[config.mk]
export PLATFORM = sky130hd
export DESIGN_NAME = ppi_psg_sequencer_flat
export DESIGN_NICKNAME = d
export VERILOG_FILES = /design/src/rtl/ppi_psg_sequencer_if.sv /design/src/rtl/ppi_psg_sequencer.sv /design/src/flat_wrapper.sv
export SDC_FILE = /design/constraint.sdc
export NUM_CORES = 1
export LEC_CHECK = 0
export BUFFER_PORTS_ARGS = -buffer_cell sky130_fd_sc_hd__clkbuf_2
export CAP_MARGIN = 10
export CORE_AREA = 2 2 72 74
export CTS_CLUSTER_DIAMETER = 80
export DETAILED_ROUTE_END_ITERATION = 6
export DIE_AREA = 0 0 74 76
export PLACE_DENSITY = 0.73
export SLEW_MARGIN = 0
export SYNTH_ARGS = -nofsm -noshare
export SYNTH_HDL_FRONTEND = slang
export SYNTH_SLANG_ARGS = --single-unit
export TNS_END_PERCENT = 5
[constraint.sdc]
create_clock -name clk_sys -period 2.8 [get_ports clk_sys]
set_input_delay 0.14 -clock clk_sys [delete_from_list [all_inputs] [get_ports clk_sys]]
set_output_delay 0.14 -clock clk_sys [all_outputs]
set_load 0.005 [all_outputs]
[src/rtl/ppi_psg_sequencer_if.sv]
// rtl/ppi_psg_sequencer_if.sv - requester handshake between an internal client and the PSG sequencer
//
// Signals:
//   req       requester strobe, held by the client until busy or err is seen
//   req_reg   PSG register number to write
//   req_data  PSG register value to write
//   busy      sequence in progress
//   done      one-cycle pulse, sequence completed
//   err       one-cycle pulse, request rejected (port A configured as input)
// Modports: master = requester side, slave = sequencer side.

interface ppi_psg_sequencer_if;
    logic       req;
    logic [3:0] req_reg;
    logic [7:0] req_data;
    logic       busy;
    logic       done;
    logic       err;

    modport master (
        output req, req_reg, req_data,
        input  busy, done, err
    );

    modport slave (
        input  req, req_reg, req_data,
        output busy, done, err
    );
endinterface

[src/rtl/ppi_psg_sequencer.sv]
// rtl/ppi_psg_sequencer.sv - arbitrates the 8255 CPU bus and runs AY-3-8912 register writes through it
//
// Ports:
//   clk_sys, reset_n          system clock, synchronous active-low reset
//   rq (slave)                requester handshake (req/req_reg/req_data/busy/done/err)
//   pa_shadow                 CPU-written port A value, restored by the last step
//   ppi_mode                  current PPI control word (bit 4 = port A input)
//   cpu_cs/we/oe/addr/data    CPU access towards the PPI
//   cpu_wait                  stalls the CPU while a sequence owns the PPI
//   ppi_cs/we/oe/addr/idata   bus into the PPI
// Parameter STEP_GAP (1..15): idle cycles after each PPI write strobe.

module ppi_psg_sequencer #(
    parameter int STEP_GAP = 1
) (
    input  logic                       clk_sys,
    input  logic                       reset_n,
    ppi_psg_sequencer_if.slave         rq,
    input  logic [7:0]                 pa_shadow,
    input  logic [7:0]                 ppi_mode,
    input  logic                       cpu_cs,
    input  logic                       cpu_we,
    input  logic                       cpu_oe,
    input  logic [1:0]                 cpu_addr,
    input  logic [7:0]                 cpu_data,
    output logic                       cpu_wait,
    output logic                       ppi_cs,
    output logic                       ppi_we,
    output logic                       ppi_oe,
    output logic [1:0]                 ppi_addr,
    output logic [7:0]                 ppi_idata
);

    localparam logic [3:0] GAP_LAST  = 4'(STEP_GAP - 1);
    localparam logic [3:0] LAST_STEP = 4'd8;

    typedef enum logic [2:0] {
        S_IDLE,
        S_SETUP,
        S_STROBE,
        S_GAP,
        S_DONE
    } state_t;

    state_t     state, state_nx;
    logic [3:0] step, step_nx;
    logic [3:0] gap_cnt, gap_cnt_nx;
    logic [3:0] reg_q;
    logic [7:0] data_q;
    logic [7:0] pa_q;
    logic       err_q;

    logic       accept;
    logic       reject;
    logic       seq_active;
    logic [1:0] rom_addr;
    logic [7:0] rom_data;

    // Only the port A direction bit matters for arbitration.
    logic unused_mode;
    assign unused_mode = ^{ppi_mode[7:5], ppi_mode[3:0]};

    // CPU always wins in IDLE; the request is not queued.
    assign accept = (state == S_IDLE) && !cpu_cs && rq.req && !ppi_mode[4];
    assign reject = (state == S_IDLE) && !cpu_cs && rq.req &&  ppi_mode[4];

    assign seq_active = (state == S_SETUP) || (state == S_STROBE) || (state == S_GAP);

    always_ff @(posedge clk_sys) begin
        if (!reset_n) begin
            state   <= S_IDLE;
            step    <= 4'd0;
            gap_cnt <= 4'd0;
            err_q   <= 1'b0;
            reg_q   <= 4'd0;
            data_q  <= 8'd0;
            pa_q    <= 8'd0;
        end else begin
            state   <= state_nx;
            step    <= step_nx;
            gap_cnt <= gap_cnt_nx;
            err_q   <= reject;
            if (accept) begin
                reg_q  <= rq.req_reg;
                data_q <= rq.req_data;
            end
            // pa_shadow is captured once so the restore write is stable
            // through its strobe even if the shadow moves afterwards.
            if (state == S_SETUP && step == LAST_STEP) begin
                pa_q <= pa_shadow;
            end
        end
    end

    always_comb begin
        state_nx   = state;
        step_nx    = step;
        gap_cnt_nx = gap_cnt;
        case (state)
            S_IDLE: begin
                if (accept) begin
                    state_nx   = S_SETUP;
                    step_nx    = 4'd0;
                    gap_cnt_nx = 4'd0;
                end
            end
            S_SETUP: begin
                state_nx = S_STROBE;
            end
            S_STROBE: begin
                state_nx   = S_GAP;
                gap_cnt_nx = 4'd0;
            end
            S_GAP: begin
                if (gap_cnt == GAP_LAST) begin
                    gap_cnt_nx = 4'd0;
                    if (step == LAST_STEP) begin
                        state_nx = S_DONE;
                    end else begin
                        state_nx = S_SETUP;
                        step_nx  = step + 4'd1;
                    end
                end else begin
                    gap_cnt_nx = gap_cnt + 4'd1;
                end
            end
            S_DONE: begin
                state_nx = S_IDLE;
                step_nx  = 4'd0;
            end
            default: begin
                state_nx = S_IDLE;
                step_nx  = 4'd0;
            end
        endcase
    end

    // Step ROM: PC7 = BDIR, PC6 = BC1 via port C bit set/reset words.
    // Steps 1-4 latch the register address, 5-7 write the data,
    // step 8 puts the CPU's port A value back.
    always_comb begin
        rom_addr = 2'd0;
        rom_data = 8'h00;
        case (step)
            4'd0: begin rom_addr = 2'd0; rom_data = {4'h0, reg_q}; end
            4'd1: begin rom_addr = 2'd3; rom_data = 8'h0F; end
            4'd2: begin rom_addr = 2'd3; rom_data = 8'h0D; end
            4'd3: begin rom_addr = 2'd3; rom_data = 8'h0C; end
            4'd4: begin rom_addr = 2'd3; rom_data = 8'h0E; end
            4'd5: begin rom_addr = 2'd0; rom_data = data_q; end
            4'd6: begin rom_addr = 2'd3; rom_data = 8'h0F; end
            4'd7: begin rom_addr = 2'd3; rom_data = 8'h0E; end
            default: begin
                rom_addr = 2'd0;
                rom_data = (state == S_SETUP) ? pa_shadow : pa_q;
            end
        endcase
    end

    always_comb begin
        if (seq_active) begin
            ppi_cs    = 1'b1;
            ppi_we    = (state == S_STROBE);
            ppi_oe    = 1'b0;
            ppi_addr  = rom_addr;
            ppi_idata = rom_data;
        end else begin
            ppi_cs    = cpu_cs;
            ppi_we    = cpu_we;
            ppi_oe    = cpu_oe;
            ppi_addr  = cpu_addr;
            ppi_idata = cpu_data;
        end
    end

    assign cpu_wait = seq_active && cpu_cs;
    assign rq.busy  = seq_active;
    assign rq.done  = (state == S_DONE);
    assign rq.err   = err_q;

endmodule

[src/flat_wrapper.sv]
// flat-port wrapper written by rule: the top's interface ports become plain ports
module ppi_psg_sequencer_flat 
#(
    parameter int STEP_GAP = 1
)
  (clk_sys, reset_n, pa_shadow, ppi_mode, cpu_cs, cpu_we, cpu_oe, cpu_addr, cpu_data, cpu_wait, ppi_cs, ppi_we, ppi_oe, ppi_addr, ppi_idata, rq_req, rq_req_reg, rq_req_data, rq_busy, rq_done, rq_err);
  ppi_psg_sequencer_if rq_i ();
  input  logic clk_sys;
  input  logic reset_n;
  input  logic [7:0] pa_shadow;
  input  logic [7:0] ppi_mode;
  input  logic cpu_cs;
  input  logic cpu_we;
  input  logic cpu_oe;
  input  logic [1:0] cpu_addr;
  input  logic [7:0] cpu_data;
  output logic cpu_wait;
  output logic ppi_cs;
  output logic ppi_we;
  output logic ppi_oe;
  output logic [1:0] ppi_addr;
  output logic [7:0] ppi_idata;
  input wire logic [$bits(rq_i.req)-1:0] rq_req;
  input wire logic [$bits(rq_i.req_reg)-1:0] rq_req_reg;
  input wire logic [$bits(rq_i.req_data)-1:0] rq_req_data;
  output wire logic [$bits(rq_i.busy)-1:0] rq_busy;
  output wire logic [$bits(rq_i.done)-1:0] rq_done;
  output wire logic [$bits(rq_i.err)-1:0] rq_err;
  assign rq_i.req = rq_req;
  assign rq_i.req_reg = rq_req_reg;
  assign rq_i.req_data = rq_req_data;
  assign rq_busy = rq_i.busy;
  assign rq_done = rq_i.done;
  assign rq_err = rq_i.err;
  ppi_psg_sequencer #(.STEP_GAP(STEP_GAP)) u_core (.clk_sys(clk_sys), .reset_n(reset_n), .rq(rq_i), .pa_shadow(pa_shadow), .ppi_mode(ppi_mode), .cpu_cs(cpu_cs), .cpu_we(cpu_we), .cpu_oe(cpu_oe), .cpu_addr(cpu_addr), .cpu_data(cpu_data), .cpu_wait(cpu_wait), .ppi_cs(ppi_cs), .ppi_we(ppi_we), .ppi_oe(ppi_oe), .ppi_addr(ppi_addr), .ppi_idata(ppi_idata));
endmodule
# ---- Yosys cells after proc, flatten, opt, wreduce, memory -nomap -nowiden
# Cells that the tools add are included.
dict set report op_classes {
  add_sub_neg 2
  muxes 18
  n_reduce_logical 21
  eq_ne 15
  bitwise 1
}
# op count
set ops {}
lappend ops {{8-bit one-hot mux with 6 select lines} 1}
lappend ops {{4-bit one-hot mux with 3 select lines} 2}
lappend ops {{4-bit by 3-bit == test with 1-bit output (second input constant)} 4}
lappend ops {{4-bit 2-to-1 mux} 4}
lappend ops {{8-bit 2-to-1 mux} 2}
lappend ops {{3-bit one-hot mux with 4 select lines} 1}
lappend ops {{3-bit 2-to-1 mux} 3}
lappend ops {{4-bit by 1-bit adder with 4-bit output (second input constant)} 2}
lappend ops {{4-bit by 2-bit == test with 1-bit output (second input constant)} 2}
lappend ops {{4-bit zero test} 2}
lappend ops {{3-bit by 2-bit == test with 1-bit output (second input constant)} 2}
lappend ops {{1-bit logical AND} 6}
lappend ops {{2-bit OR reduction} 3}
lappend ops {{6-bit OR reduction} 1}
lappend ops {{4-bit by 1-bit == test with 1-bit output (second input constant)} 1}
lappend ops {{4-bit == test (second input constant)} 1}
lappend ops {{2-bit 2-to-1 mux} 2}
lappend ops {{2-bit != test (second input constant)} 2}
lappend ops {{2-bit AND reduction} 2}
lappend ops {{4-bit AND reduction} 1}
lappend ops {{3-bit by 1-bit == test with 1-bit output (second input constant)} 1}
lappend ops {{3-bit == test (second input constant)} 1}
lappend ops {{3-bit zero test} 1}
lappend ops {{1-bit 2-to-1 mux} 3}
lappend ops {{5 further kinds} 7}
dict set report totals {
  wordCells 64
  register_bits 32
}

# ---- Depth between registers and ports, before layout
dict set report logic_depth {
  depth_word 6
  depth_mapped 7
  mapped_depth_nobuf 6
}

# ---- Worst setup path after synthesis
# No wires, ideal clock.
dict set report synth_path {
  kind {reg2reg}
  start {reg u_core.step[0]}
  end {reg u_core.pa_q[0]}
  t_arrival_ns 1.629
  setup_ns 0.128
  path_buffers 1
  slack_ns 1.043
  synth_period_minus_slack_ns 1.757
  t_required_ns 2.672
  stages_incl_launch_ff 8
  path_cell_list {dfxtp_1 -> inv_1 -> ha_1 -> buf_4 -> nand3b_1 -> nor4_4 -> mux2i_1 -> nor2_1}
}
dict set report synth_between {
  elab_chain_cells 2
}
# item line
set synth_rtl {}
lappend synth_rtl {{start: declaration} ppi_psg_sequencer.sv:46} ;# logic [3:0] step, step_nx;
lappend synth_rtl {{start signal: assignment} ppi_psg_sequencer.sv:80} ;# step <= step_nx;
lappend synth_rtl {{4-bit == test} ppi_psg_sequencer.sv:89} ;# if (state == S_SETUP && step == LAST_STEP) begin
lappend synth_rtl {{1-bit logical AND} ppi_psg_sequencer.sv:89}
lappend synth_rtl {{end signal: assignment} ppi_psg_sequencer.sv:90} ;# pa_q <= pa_shadow;
lappend synth_rtl {{end: declaration} ppi_psg_sequencer.sv:50} ;# logic [7:0] pa_q;
# No other way between the ends.
# A chain may end at the register's enable or synchronous reset.

# ---- Worst setup path after layout
dict set report layout_path {
  start {reg u_core.state[1]}
  end {out ppi_idata[3]}
}
dict set report layout_between {
  elab_chain_cells 4
}
# item line
set layout_rtl {}
lappend layout_rtl {{start: declaration} ppi_psg_sequencer.sv:45} ;# state_t state, state_nx;
lappend layout_rtl {{start signal: assignment} ppi_psg_sequencer.sv:79} ;# state <= state_nx;
lappend layout_rtl {{3-bit by 1-bit == test with 1-bit output / 3-bit by 2-bit == test with 1-bit output (equally long branches)} {ppi_psg_sequencer.sv:67, ppi_psg_sequencer.sv:155}}
lappend layout_rtl {{8-bit 2-to-1 mux / 1-bit logical OR (equally long branches)} {ppi_psg_sequencer.sv:155, ppi_psg_sequencer.sv:67}}
lappend layout_rtl {{8-bit one-hot mux with 6 select lines / 1-bit logical OR (equally long branches)} {ppi_psg_sequencer.sv:144, ppi_psg_sequencer.sv:67}}
lappend layout_rtl {{8-bit 2-to-1 mux (*)} ppi_psg_sequencer.sv:161} ;# if (seq_active) begin
lappend layout_rtl {{end: declaration} flat_wrapper.sv:22} ;# output logic [7:0] ppi_idata;
# Every way passes the cells marked *; elsewhere a longest branch is shown, timed or not.

==> summary.md <==
| Metric | Value |
|---|---|
| Final Setup Violations | `0` |
| CP Cell Sequence | `o21bai_1, buf_4, inv_1, nand2b_1, nor4_1, nor3_1, clkbuf_2` |
| Area after DPL | `0.00217 sq mm` |
| Total track usage | `17.4%` |
| # hold bufs at CTS | `0` |
| Largest net degree at the start of global routing | `24` |
| Total die area | `0.00562 sq mm` |
| Synth Net Count | `281` |
| Vias in the first global route | `1651` |
| Clk Latency, worst-skew pair | `between 0.2 and 0.3 ns` |
| Post-synth cell types | `43` |
| Worst setup SP type | `register` |
| Hold Crit Depth | `3` |
| Chip Height | `approximately 76 microns` |
| CTS tree | `done` |
| Status | `finished clean` |
| Boundary Pins | `61` |
| Slew HR | `50.8%` |
| Buffers on Ports | `53` |
| R2R Path Start | `u_core.step[0]$_SDFFE_PN0P_` |
| CTS buffer count | `5` |
| EDFF count, synth | `0` |
| DR WL met2 | `about 2000 microns` |
| HP Class | `input port to register` |
| Post-route design area | `0.00226 sq mm` |
| Avg Synthesized Cell Area | `around 8 sq um` |
| Vias per Instance | `just over 5` |
| Global-route wire length before repair | `a little under 8000 microns` |
| Final Power | `1.10 mW` |
| Antenna-violating nets left | `0` |
| Nets@finish | `327` |
| Clk sinks | `32` |
| RSZ-0062 raised after global routing | `no` |
| Filler cell count | `494` |
| DR WL/cell | `12.7 microns` |
| Min-delay src | `rq_req` |
| Slew @ Worst Pin | `between 0.7 and 0.8 ns` |
| FF-to-FF path depth | `6` |
| DR top layer | `met4` |
| Worst path bufs/invs | `3` |
| Clock period minus worst slack | `2.38 ns` |
| Grt total ovfl | `0` |
| Fin. max-slew vios | `0` |
| Worst-path fanout max | `16` |
| Final hold viol count | `0` |
| Static Leak | `0.935 nW` |
| Initial DRT Pass Iterations | `4` |
| R2r endpoint | `u_core.pa_q[5]$_SDFFE_PN0P_` |
| Kind of critical path | `register to output pin` |
| 1st-iter DRT viols | `99` |
| Ant diodes | `0` |
| Count leader, synth | `nor2_1` |
| Maximum VDD drop | `256 uV` |
| HPWL after DPL | `3310 microns` |
| Crit end category | `output pin` |
| Part of the Yosys area used for sequential elements | `33.9%` |
| CP delay by family, top | `flip-flops` |
| Clock Skew | `0.00185 ns` |
| Post_cts resized | `0` |
| Crit path max-delay cell type | `dfxtp_1` |
| Fmax | `about 420 MHz` |
| Fin util | `between 40% and 50%` |
| Max-cap viol count | `0` |
| Synth Flop Type | `dfxtp_1` |
| Compound-Gate Fraction of Synth Area | `approximately 15%` |
| Yosys reg bits | `32` |
| Clk root buf | `clkbuf_8` |
| Die Width | `74 microns` |
| Starting Density | `38.5%` |
| Met3 wire length | `218 microns` |
| Yosys top cell area share | `33.9%` |
| Largest family of logic cells by synthesized area | `simple AND/OR/NAND/NOR gates` |
| Post-CTS setup repair buffer count | `0` |
| Post-Synth Adder-Cell Area | `3.97%` |
| Hold Path Sink | `u_core.rq.err$_SDFF_PN0_` |
| Fraction of layout cells with a size suffix above 1 | `25.2%` |
| H-tree levels | `2` |
| Synth Area in XOR/XNOR | `0%` |
| Clk buf depth | `2` |
| Core ar. | `0.00491 sq mm` |
| Mapped Area | `~0.0019 sq mm` |
| Met1 WL | `2080 microns` |
| Mapped Cells | `231` |
| Flop-to-flop setup slack | `0.68 ns` |
| DR vias | `1773` |
| Routability-driven placement congestion ratio | `0.778` |
| Commonest cells in the netlist | `nor2_1, dfxtp_1, mux2i_1` |
| Cell taking the most area after synthesis | `dfxtp_1` |
| Num rows | `26` |
| Final routed DRC violation total | `0` |
| Area added between synthesis and finish | `19.8%` |
| Worst-path clk slew | `0.06 ns` |
| Drt total wl | `4400 microns` |
| Post-synthesis simple-gate area fraction | `roughly a quarter` |
| Synth area leaders | `dfxtp_1, mux2i_1, nor2_1` |
| Pwr dens | `487 mW/mm^2` |
| Final period util | `85.1%` |
| CP Data Required Time | `2.66 ns` |
| Arrival @ worst endpoint | `around 2.2 ns` |
| Max incr delay on CP | `0.67 ns` |
| FFs w/ async S/R, synth | `0%` |
| Setup TNS | `0 ns` |
| Initial antenna violation count | `0` |
| Mux share of post-synthesis cell area | `15.5%` |
| YS warnings | `0` |
==> routing by layer <==
layer / track usage [%] / up-vias
li1: - / 904
met1: 23.3 / 821
met2: 26.5 / 41
met3: 3.17 / 7
met4: 8.73 / 0
met5: 0 / -
==> registers in the layout, summed over array words and instances (netlist names) <==
register	cells
u_core.pa_q	8
u_core.step	4
u_core.rq.err	1
u_core.gap_cnt	4
u_core.state	3
u_core.reg_q	4
u_core.data_q	8
==> area by class of cell <==
class                      count  area (sq um)  area share, %
multi-input combinational    173          1130           49.7
inverter                      10          40.0           1.77
sequential                    32           641           28.3
clock buffer                   8          90.1           3.98
tap                           70          87.6           3.87
timing repair buffer          55           280           12.4
==> cell families (layout without fill, tap and decap cells) <==
logic type / after synthesis / in the layout
multiplexers: 29 / 29
adder cells (fa/ha/maj): 6 / 6
AND/OR/NAND/NOR: 91 / 91
flip-flops: 32 / 32
buffers and inverters: 26 / 73
AO/OA/AOI/OAI: 47 / 47
==> cells in the final DEF (no fill, tap or decap), types with 4 or more instances in the layout <==
cell | netlist | routed
nand3b_1 | 5 | 5
nor4_1 | 4 | 4
clkbuf_8 | 0 | 6
nor2_1 | 33 | 33
a21oi_1 | 17 | 17
nand3_1 | 9 | 9
mux2i_1 | 27 | 27
o21ai_0 | 11 | 11
ha_1 | 6 | 6
clkbuf_2 | 0 | 53
o21a_1 | 5 | 5
inv_1 | 9 | 9
nand2_1 | 12 | 12
dfxtp_1 | 32 | 32
nor3_1 | 7 | 7
==> worst max path at each step <==
stage	start	endpoint	slack [ns]	depth (start not counted)
5_1_grt	u_core.state[1]$_SDFFE_PN0P_	ppi_idata[3]	0.19	7
3_5_place_dp	u_core.step[0]$_SDFFE_PN0P_	u_core.pa_q[5]$_SDFFE_PN0P_	0.68	6
3_3_place_gp	u_core.step[0]$_SDFFE_PN0P_	u_core.pa_q[6]$_SDFFE_PN0P_	0.69	6
6_report	u_core.state[1]$_SDFFE_PN0P_	ppi_idata[3]	0.42	7
2_1_floorplan	u_core.step[0]$_SDFFE_PN0P_	u_core.pa_q[0]$_SDFFE_PN0P_	1.04	7
4_1_cts	u_core.state[1]$_SDFFE_PN0P_	ppi_idata[3]	0.39	7
==> worst register-to-register path, delay by kind of cell (launching register included) <==
kind / cells / cell delay (ns)
adders and majority gates: 1 / 0.32
buffers and inverters: 1 / 0.10
DFF: 1 / 0.36
muxes: 1 / 0.28
and+or+nand+nor: 3 / 0.93
==> report_power, final <==
part           switching, mW  internal [mW]  leakage [nW]
Combinational          0.129          0.119         0.631
Clock                  0.169          0.200        0.0455
Sequential            0.0193          0.466         0.259
Total                  0.317          0.785         0.935
==> metrics by stage <==
| step | hold WS [ns] | cells | setup WS (ns) |
|---|---|---|---|
| global placement | 0.369 | 340 | 0.689 |
| floorplan | 0.215 | 231 | 1.04 |
| detailed placement | 0.374 | 340 | 0.683 |
| global route | 0.0797 | 348 | 0.192 |
| CTS | 0.0650 | 348 | 0.394 |
| finish | 0.0774 | 348 | 0.417 |
No activity file was read; power rests on OpenSTA's default activity.
